File: src/rtl/image_encrypter_seq_if.sv
// Valid/ready plaintext offer and done-pulsed ciphertext return between the
// encryption sequencer (master) and an external 128-bit block-cipher core (slave).
interface image_encrypter_seq_if;
    logic         core_valid;
    logic         core_ready;
    logic [127:0] core_pt;
    logic         core_done;
    logic [127:0] core_ct;

    modport master (
        output core_valid,
        output core_pt,
        input  core_ready,
        input  core_done,
        input  core_ct
    );

    modport slave (
        input  core_valid,
        input  core_pt,
        output core_ready,
        output core_done,
        output core_ct
    );
endinterface

File: src/rtl/image_encrypter_seq.sv
// Walks a plaintext image 16 bytes at a time, runs each block through an external cipher
// core and writes the ciphertext back at the same addresses. Define CBC_EN for CBC chaining.
module image_encrypter_seq #(
    parameter int unsigned  ADDR_W    = 15,
    parameter int unsigned  IMG_BYTES = 19200,
    parameter logic [127:0] IV        = 128'h0
) (
    input  logic                clk,
    input  logic                rst,
    input  logic                start,
    output logic [ADDR_W-1:0]   rd_addr,
    input  logic [7:0]          rd_data,
    image_encrypter_seq_if.master core,
    output logic [ADDR_W-1:0]   wr_addr,
    output logic [7:0]          wr_data,
    output logic                wr_en,
    output logic                busy,
    output logic                done,
    output logic [ADDR_W-5:0]   blk_count
);

    typedef enum logic [2:0] {
        StIdle,
        StFetch,
        StIssue,
        StWait,
        StStore,
        StFinish
    } state_e;

    localparam int unsigned     AW1    = ADDR_W + 1;
    localparam logic [ADDR_W:0] ImgEnd = AW1'(IMG_BYTES);

    state_e              r_state;
    logic [4:0]          r_k;
    logic [ADDR_W-1:0]   r_base;
    logic [ADDR_W-1:0]   r_rd_addr;
    logic [ADDR_W-1:0]   r_wr_addr;
    logic [7:0]          r_wr_data;
    logic                r_wr_en;
    logic                r_core_valid;
    logic [127:0]        r_core_pt;
    logic                r_busy;
    logic                r_done;
    logic [ADDR_W-5:0]   r_blk_count;
    // Byte shift registers: newest byte enters at the bottom, byte 0 ends up on top.
    logic [119:0]        r_blk;
    logic [119:0]        r_ct;

    logic [127:0]        w_gathered;
    logic [127:0]        w_chain;
    logic [ADDR_W-1:0]   w_base_next;
    logic                w_last;

`ifdef CBC_EN
    logic [127:0]        r_chain;
    assign w_chain = r_chain;
`else
    assign w_chain = 128'h0;
`endif

    assign w_gathered  = {r_blk, rd_data};
    assign w_base_next = r_base + ADDR_W'(16);
    assign w_last      = ({1'b0, r_base} + AW1'(16)) == ImgEnd;

    always_ff @(posedge clk or negedge rst) begin
        if (!rst) begin
            r_state      <= StIdle;
            r_k          <= '0;
            r_base       <= '0;
            r_rd_addr    <= '0;
            r_wr_addr    <= '0;
            r_wr_data    <= '0;
            r_wr_en      <= 1'b0;
            r_core_valid <= 1'b0;
            r_core_pt    <= '0;
            r_busy       <= 1'b0;
            r_done       <= 1'b0;
            r_blk_count  <= '0;
            r_blk        <= '0;
            r_ct         <= '0;
`ifdef CBC_EN
            r_chain      <= IV;
`endif
        end else begin
            unique case (r_state)
                StIdle, StFinish: begin
                    if (start) begin
                        r_state     <= StFetch;
                        r_base      <= '0;
                        r_rd_addr   <= '0;
                        r_k         <= '0;
                        r_blk_count <= '0;
                        r_done      <= 1'b0;
                        r_busy      <= 1'b1;
`ifdef CBC_EN
                        r_chain     <= IV;
`endif
                    end
                end
                StFetch: begin
                    // rd_data lags rd_addr by one cycle, so cycles 1..16 carry bytes 0..15.
                    if (r_k != 5'd0) r_blk <= w_gathered[119:0];
                    if (r_k < 5'd15) r_rd_addr <= r_rd_addr + ADDR_W'(1);
                    if (r_k == 5'd16) begin
                        r_state      <= StIssue;
                        r_core_valid <= 1'b1;
                        r_core_pt    <= w_gathered ^ w_chain;
                        r_k          <= '0;
                    end else begin
                        r_k <= r_k + 5'd1;
                    end
                end
                StIssue: begin
                    if (core.core_ready) begin
                        r_core_valid <= 1'b0;
                        r_state      <= StWait;
                    end
                end
                StWait: begin
                    if (core.core_done) begin
                        r_state   <= StStore;
                        r_ct      <= core.core_ct[119:0];
                        r_wr_data <= core.core_ct[127:120];
                        r_wr_addr <= r_base;
                        r_wr_en   <= 1'b1;
                        r_k       <= '0;
`ifdef CBC_EN
                        r_chain   <= core.core_ct;
`endif
                    end
                end
                StStore: begin
                    if (r_k == 5'd15) begin
                        r_wr_en     <= 1'b0;
                        r_blk_count <= r_blk_count + 1'b1;
                        r_base      <= w_base_next;
                        r_k         <= '0;
                        if (w_last) begin
                            r_state <= StFinish;
                            r_busy  <= 1'b0;
                            r_done  <= 1'b1;
                        end else begin
                            r_state   <= StFetch;
                            r_rd_addr <= w_base_next;
                        end
                    end else begin
                        r_k       <= r_k + 5'd1;
                        r_wr_addr <= r_wr_addr + ADDR_W'(1);
                        r_wr_data <= r_ct[119:112];
                        r_ct      <= {r_ct[111:0], 8'h00};
                    end
                end
                default: r_state <= StIdle;
            endcase
        end
    end

    assign rd_addr         = r_rd_addr;
    assign wr_addr         = r_wr_addr;
    assign wr_data         = r_wr_data;
    assign wr_en           = r_wr_en;
    assign busy            = r_busy;
    assign done            = r_done;
    assign blk_count       = r_blk_count;
    assign core.core_valid = r_core_valid;
    assign core.core_pt    = r_core_pt;

endmodule

File: src/flat_wrapper.sv
// flat-port wrapper written by rule: the top's interface ports become plain ports
module image_encrypter_seq_flat 
#(
    parameter int unsigned  ADDR_W    = 15,
    parameter int unsigned  IMG_BYTES = 19200,
    parameter logic [127:0] IV        = 128'h0
)
  (clk, rst, start, rd_addr, rd_data, wr_addr, wr_data, wr_en, busy, done, blk_count, core_core_valid, core_core_pt, core_core_ready, core_core_done, core_core_ct);
  image_encrypter_seq_if core_i ();
  input  logic clk;
  input  logic rst;
  input  logic start;
  output logic [ADDR_W-1:0] rd_addr;
  input  logic [7:0] rd_data;
  output logic [ADDR_W-1:0] wr_addr;
  output logic [7:0] wr_data;
  output logic wr_en;
  output logic busy;
  output logic done;
  output logic [ADDR_W-5:0] blk_count;
  output wire logic [$bits(core_i.core_valid)-1:0] core_core_valid;
  output wire logic [$bits(core_i.core_pt)-1:0] core_core_pt;
  input wire logic [$bits(core_i.core_ready)-1:0] core_core_ready;
  input wire logic [$bits(core_i.core_done)-1:0] core_core_done;
  input wire logic [$bits(core_i.core_ct)-1:0] core_core_ct;
  assign core_core_valid = core_i.core_valid;
  assign core_core_pt = core_i.core_pt;
  assign core_i.core_ready = core_core_ready;
  assign core_i.core_done = core_core_done;
  assign core_i.core_ct = core_core_ct;
  image_encrypter_seq #(.ADDR_W(ADDR_W), .IMG_BYTES(IMG_BYTES), .IV(IV)) u_core (.clk(clk), .rst(rst), .start(start), .rd_addr(rd_addr), .rd_data(rd_data), .core(core_i), .wr_addr(wr_addr), .wr_data(wr_data), .wr_en(wr_en), .busy(busy), .done(done), .blk_count(blk_count));
endmodule
File: config.mk
export PLATFORM = sky130hd
export DESIGN_NAME = image_encrypter_seq_flat
export DESIGN_NICKNAME = d
export VERILOG_FILES = /design/src/rtl/image_encrypter_seq_if.sv /design/src/rtl/image_encrypter_seq.sv /design/src/flat_wrapper.sv
export SDC_FILE = /design/constraint.sdc
export NUM_CORES = 1
export LEC_CHECK = 0
export ABC_AREA = 1
export CORE_MARGIN = 5
export CORE_UTILIZATION = 34
export CTS_CLUSTER_SIZE = 25
export DETAILED_ROUTE_END_ITERATION = 6
export PLACE_DENSITY_LB_ADDON = 0.2
export SYNTH_ARGS = -nofsm -noshare
export SYNTH_HDL_FRONTEND = slang
export SYNTH_SLANG_ARGS = --single-unit
File: constraint.sdc
create_clock -name clk -period 2.3 [get_ports clk]
set_clock_uncertainty 0.05 [all_clocks]
set_input_delay 0.23 -clock clk [delete_from_list [all_inputs] [get_ports clk]]
set_output_delay 0.23 -clock clk [all_outputs]
set_load 0.1 [all_outputs]
==> implementation parameters <==
Parameter                              Value

Power
  Overall power after layout    0.03693 W
  P per Cell Area    around 1500 nW/um^2
  Highest ir drop seen on vdd    1.196 mV
  Static Leakage    about 12 nW

Synth
  Number of warnings reported in the yosys synthesis log    0
  Number of different library cells in the post-synthesis netlist    43
  Fraction of synthesized cell area in xor and xnor cells    0.001397
  Syn Inst Count    2,162
  Simple logic cell fraction of the synthesized area    0.2013
  Mux share of post-synthesis cell area    0
  Area fraction in compound gates after synthesis    0.1381
  Sequential fraction of the synthesis area    0.5853
  Number of register bits inferred by synthesis    440
  Combinational family with the most area after synthesis    simple AND/OR/NAND/NOR gates
  Total standard cell area after synthesis    about 19,000 um^2
  Post-Synthesis Net Count    around 2,300
  Synthesized area per cell    8.701 um^2
  Post-synthesis share of cell area spent on full adders, half adders and majority gates    0.005986

Finish
  Final instance area    approximately 24,000 um^2
  Antenna Diode Count    0
  Post-layout utilization of the core    0.4410
  Post-layout net count    about 2,600
  Commonest non-fill, non-tap cell in the layout    sky130_fd_sc_hd__nand2_1
  Fraction of final layout cells with drive strength greater than 1    0.1361
  Leading cell types in the layout, fill and taps excluded    sky130_fd_sc_hd__nand2_1, sky130_fd_sc_hd__dfrtp_1, sky130_fd_sc_hd__buf_4
  Syn-to-layout area delta    28.91%

Routing
  Post-route DRC violation count    0
  Post-DRT Antenna Nets    0
  DR pass1 iterations    5
  Via-to-Cell Ratio    between 4 and 5
  Final WL    54.58 mm
  DRC marker count from the first detailed-route iteration    roughly 1,000
  Drt wl/cell    about 17 um
  Routed vias    15,520

Timing
  Final clock period utilization by the worst path    0.9272
  Final Hold Viols    0
  Slew Limit Headroom    0.5800
  Highest Clock Rate    around 470 MHz
  Total setup violations reported at the end of the flow    0
  Setup_tns    0 ns
  RSZ-0062 raised after global routing    no
  WHS    0.1599 ns
  Worst Max-Slew Pin Slew    roughly 0.63 ns
  Final-report max-slew violation count    0
  Final critical path time including I/O delays and setup    ~2.1 ns

Clock network
  Buffer depth of the longest clock path    3
  CTS clock-pin slew for the worst setup and hold paths    approximately 0.060 ns
  Clock latency on the worst-skew pair    approximately 0.59 ns
  Clock Sinks    440
  TritonCTS clock tree    done
  Root cell of the clock tree    sky130_fd_sc_hd__clkbuf_16
  Cts bufs inserted    48
  Number of H-tree levels    2

Place
  Routability cong.    0.8285
  Area after DPL    ~23,000 um^2
  IO buf count    ~320
  HPWL Detailed    ~38 mm

Global route
  Largest net degree at the start of global routing    145
  Busiest layer in global routing    met2
  All-Layer GR Usage    0.1772
  GR Layer Usage met3    0.04072
  Initial antenna violation count    2
  First-pass GRT wire length    86.60 mm
  Vias in the first global route    roughly 15,000
  Grt met2 use    0.2768
  Met1 layer usage reported by global route    0.2548
  Grt total ovfl    0

Job
  Total of max-cap violations    0

Die
  Horizontal extent of the die    ~250 um
  Starting density of the core    0.3421
  Area enclosed by the die boundary    60,130 um^2
  Core Footprint    between 50,000 and 60,000 um^2
  FP Rows    86
  Die height    about 250 um
  Number of placed I/O pins    322

Worst setup path
  Type of the worst setup path    reg -> reg
  CP endpoint kind    flip-flop
  Worst path most repeated cell    sky130_fd_sc_hd__ha_1
  Depth of the worst register-to-register path    9
  WP depth    9
  Arrival time of data at the critical path endpoint    between 2 and 3 ns
  Stage delay of the slowest cell on the critical path    about 0.39 ns
  List of cells traversed by the critical path    ha_1 -> nand2_1 -> nor2_1 -> ha_1 -> inv_2 -> nand2_2 -> nand2_8 -> clkinvlp_4 -> a32o_1
  Startpoint type of the worst setup path    flip-flop
  Number of buffer and inverter stages on the critical path    2
  Crit path max fanout    16
  Standard cell with the maximum stage delay on the critical path    sky130_fd_sc_hd__dfrtp_1
  Critical path data required time    about 2.7 ns
  Dominant delay contributor by cell family on the critical path    simple AND/OR/NAND/NOR gates

Min path
  Path class of the lowest-slack min-delay path    in -> async

Outcome
  Run status    finished, final reports clean
routing by layer:
layer / routed length, um / vias to the layer above
met5: 13 / -
met3: 3448 / 55
li1: - / 7615
met4: 796 / 2
met1: 25610 / 7478
met2: 24710 / 372
sequential cells by signal, indices dropped and copies added (netlist names), 5 cells and up:
register,count
u_core.blk_count,11
u_core.core.core_pt,128
u_core.r_base,11
u_core.r_blk,120
u_core.r_ct,120
u_core.r_k,5
u_core.rd_addr,15
u_core.wr_addr,15
u_core.wr_data,8
synth_stat cells (all sizes together):
master / n / area share
a21o: 1 / 0.00040
a21oi: 89 / 0.024
a22o: 1 / 0.00047
a22oi: 1 / 0.00067
a31o: 2 / 0.00093
a31oi: 66 / 0.022
a32o: 4 / 0.0021
a32oi: 1 / 0.00047
and2: 1 / 0.00033
buf: 71 / 0.021
clkbuf: 49 / 0.0098
dfrtp: 440 / 0.59
ha: 9 / 0.0060
inv: 186 / 0.037
nand2: 676 / 0.14
nand3: 68 / 0.019
nand3b: 2 / 0.00080
nand4: 12 / 0.0040
nor2: 164 / 0.036
nor3: 17 / 0.0045
nor3b: 1 / 0.00040
o211ai: 53 / 0.021
o21a: 1 / 0.00040
o21ai: 235 / 0.063
o21bai: 1 / 0.00040
o221ai: 1 / 0.00047
o22ai: 4 / 0.0013
o31ai: 1 / 0.00040
or2: 2 / 0.00067
xor2: 3 / 0.0014
kinds of logic (layout without fill, tap and decap cells):
logic type,Yosys count,in the layout
adder cells (fa/ha/maj),9,9
AND/OR/NAND/NOR,943,943
buffers and inverters,306,642
XOR/XNOR,3,3
AO/OA/AOI/OAI,461,461
flip-flops,440,440
per-stage QoR:
stage               instances  setup slack (ns)
floorplan                2162           0.02235
global placement         3158            0.1864
detailed placement       3158            0.1196
CTS                      3244           0.08516
global route             3246          0.007814
finish                   3246            0.1675
where the power goes:
group	switching, W	internal, W
clock network	0.00322	0.00454
logic	0.0124	0.00419
registers	0.00180	0.0108
total	0.0174	0.0195
path summary, 6_finish.rpt:
check                                          from                        to  slack [ns]
min in group clk                         rd_data[3]           u_core.r_blk[3]        0.18
min reg2reg                u_core.core.core_pt[126]  u_core.core.core_pt[126]        0.42
max reg2reg                           u_core.r_k[1]            u_core.r_ct[3]        0.17
max                                   u_core.r_k[1]            u_core.r_ct[3]        0.17
min                                             rst           u_core.r_ct[76]        0.16
max in group asynchronous                       rst         u_core.r_blk[114]        1.13
area by class of cell:
cell class | count | area (um^2)
multi-input cells | 1416 | 6564
repair buffers | 371 | 3433
fillers | 5372 | 30740
flip-flops and latches | 440 | 11020
clock inverters | 14 | 206.4
well taps | 748 | 935.9
clock buffers | 71 | 1388
inverters | 186 | 706.9
repair_timing:
item / CTS / global route
gates resized for setup: 0 / 6
setup endpoints to repair: 0 / 85
hold buffers: 1 / 0
endpoints found under the hold margin: 126 / 0
setup buffers: 0 / 2
Power figures use the tool's default switching activity.
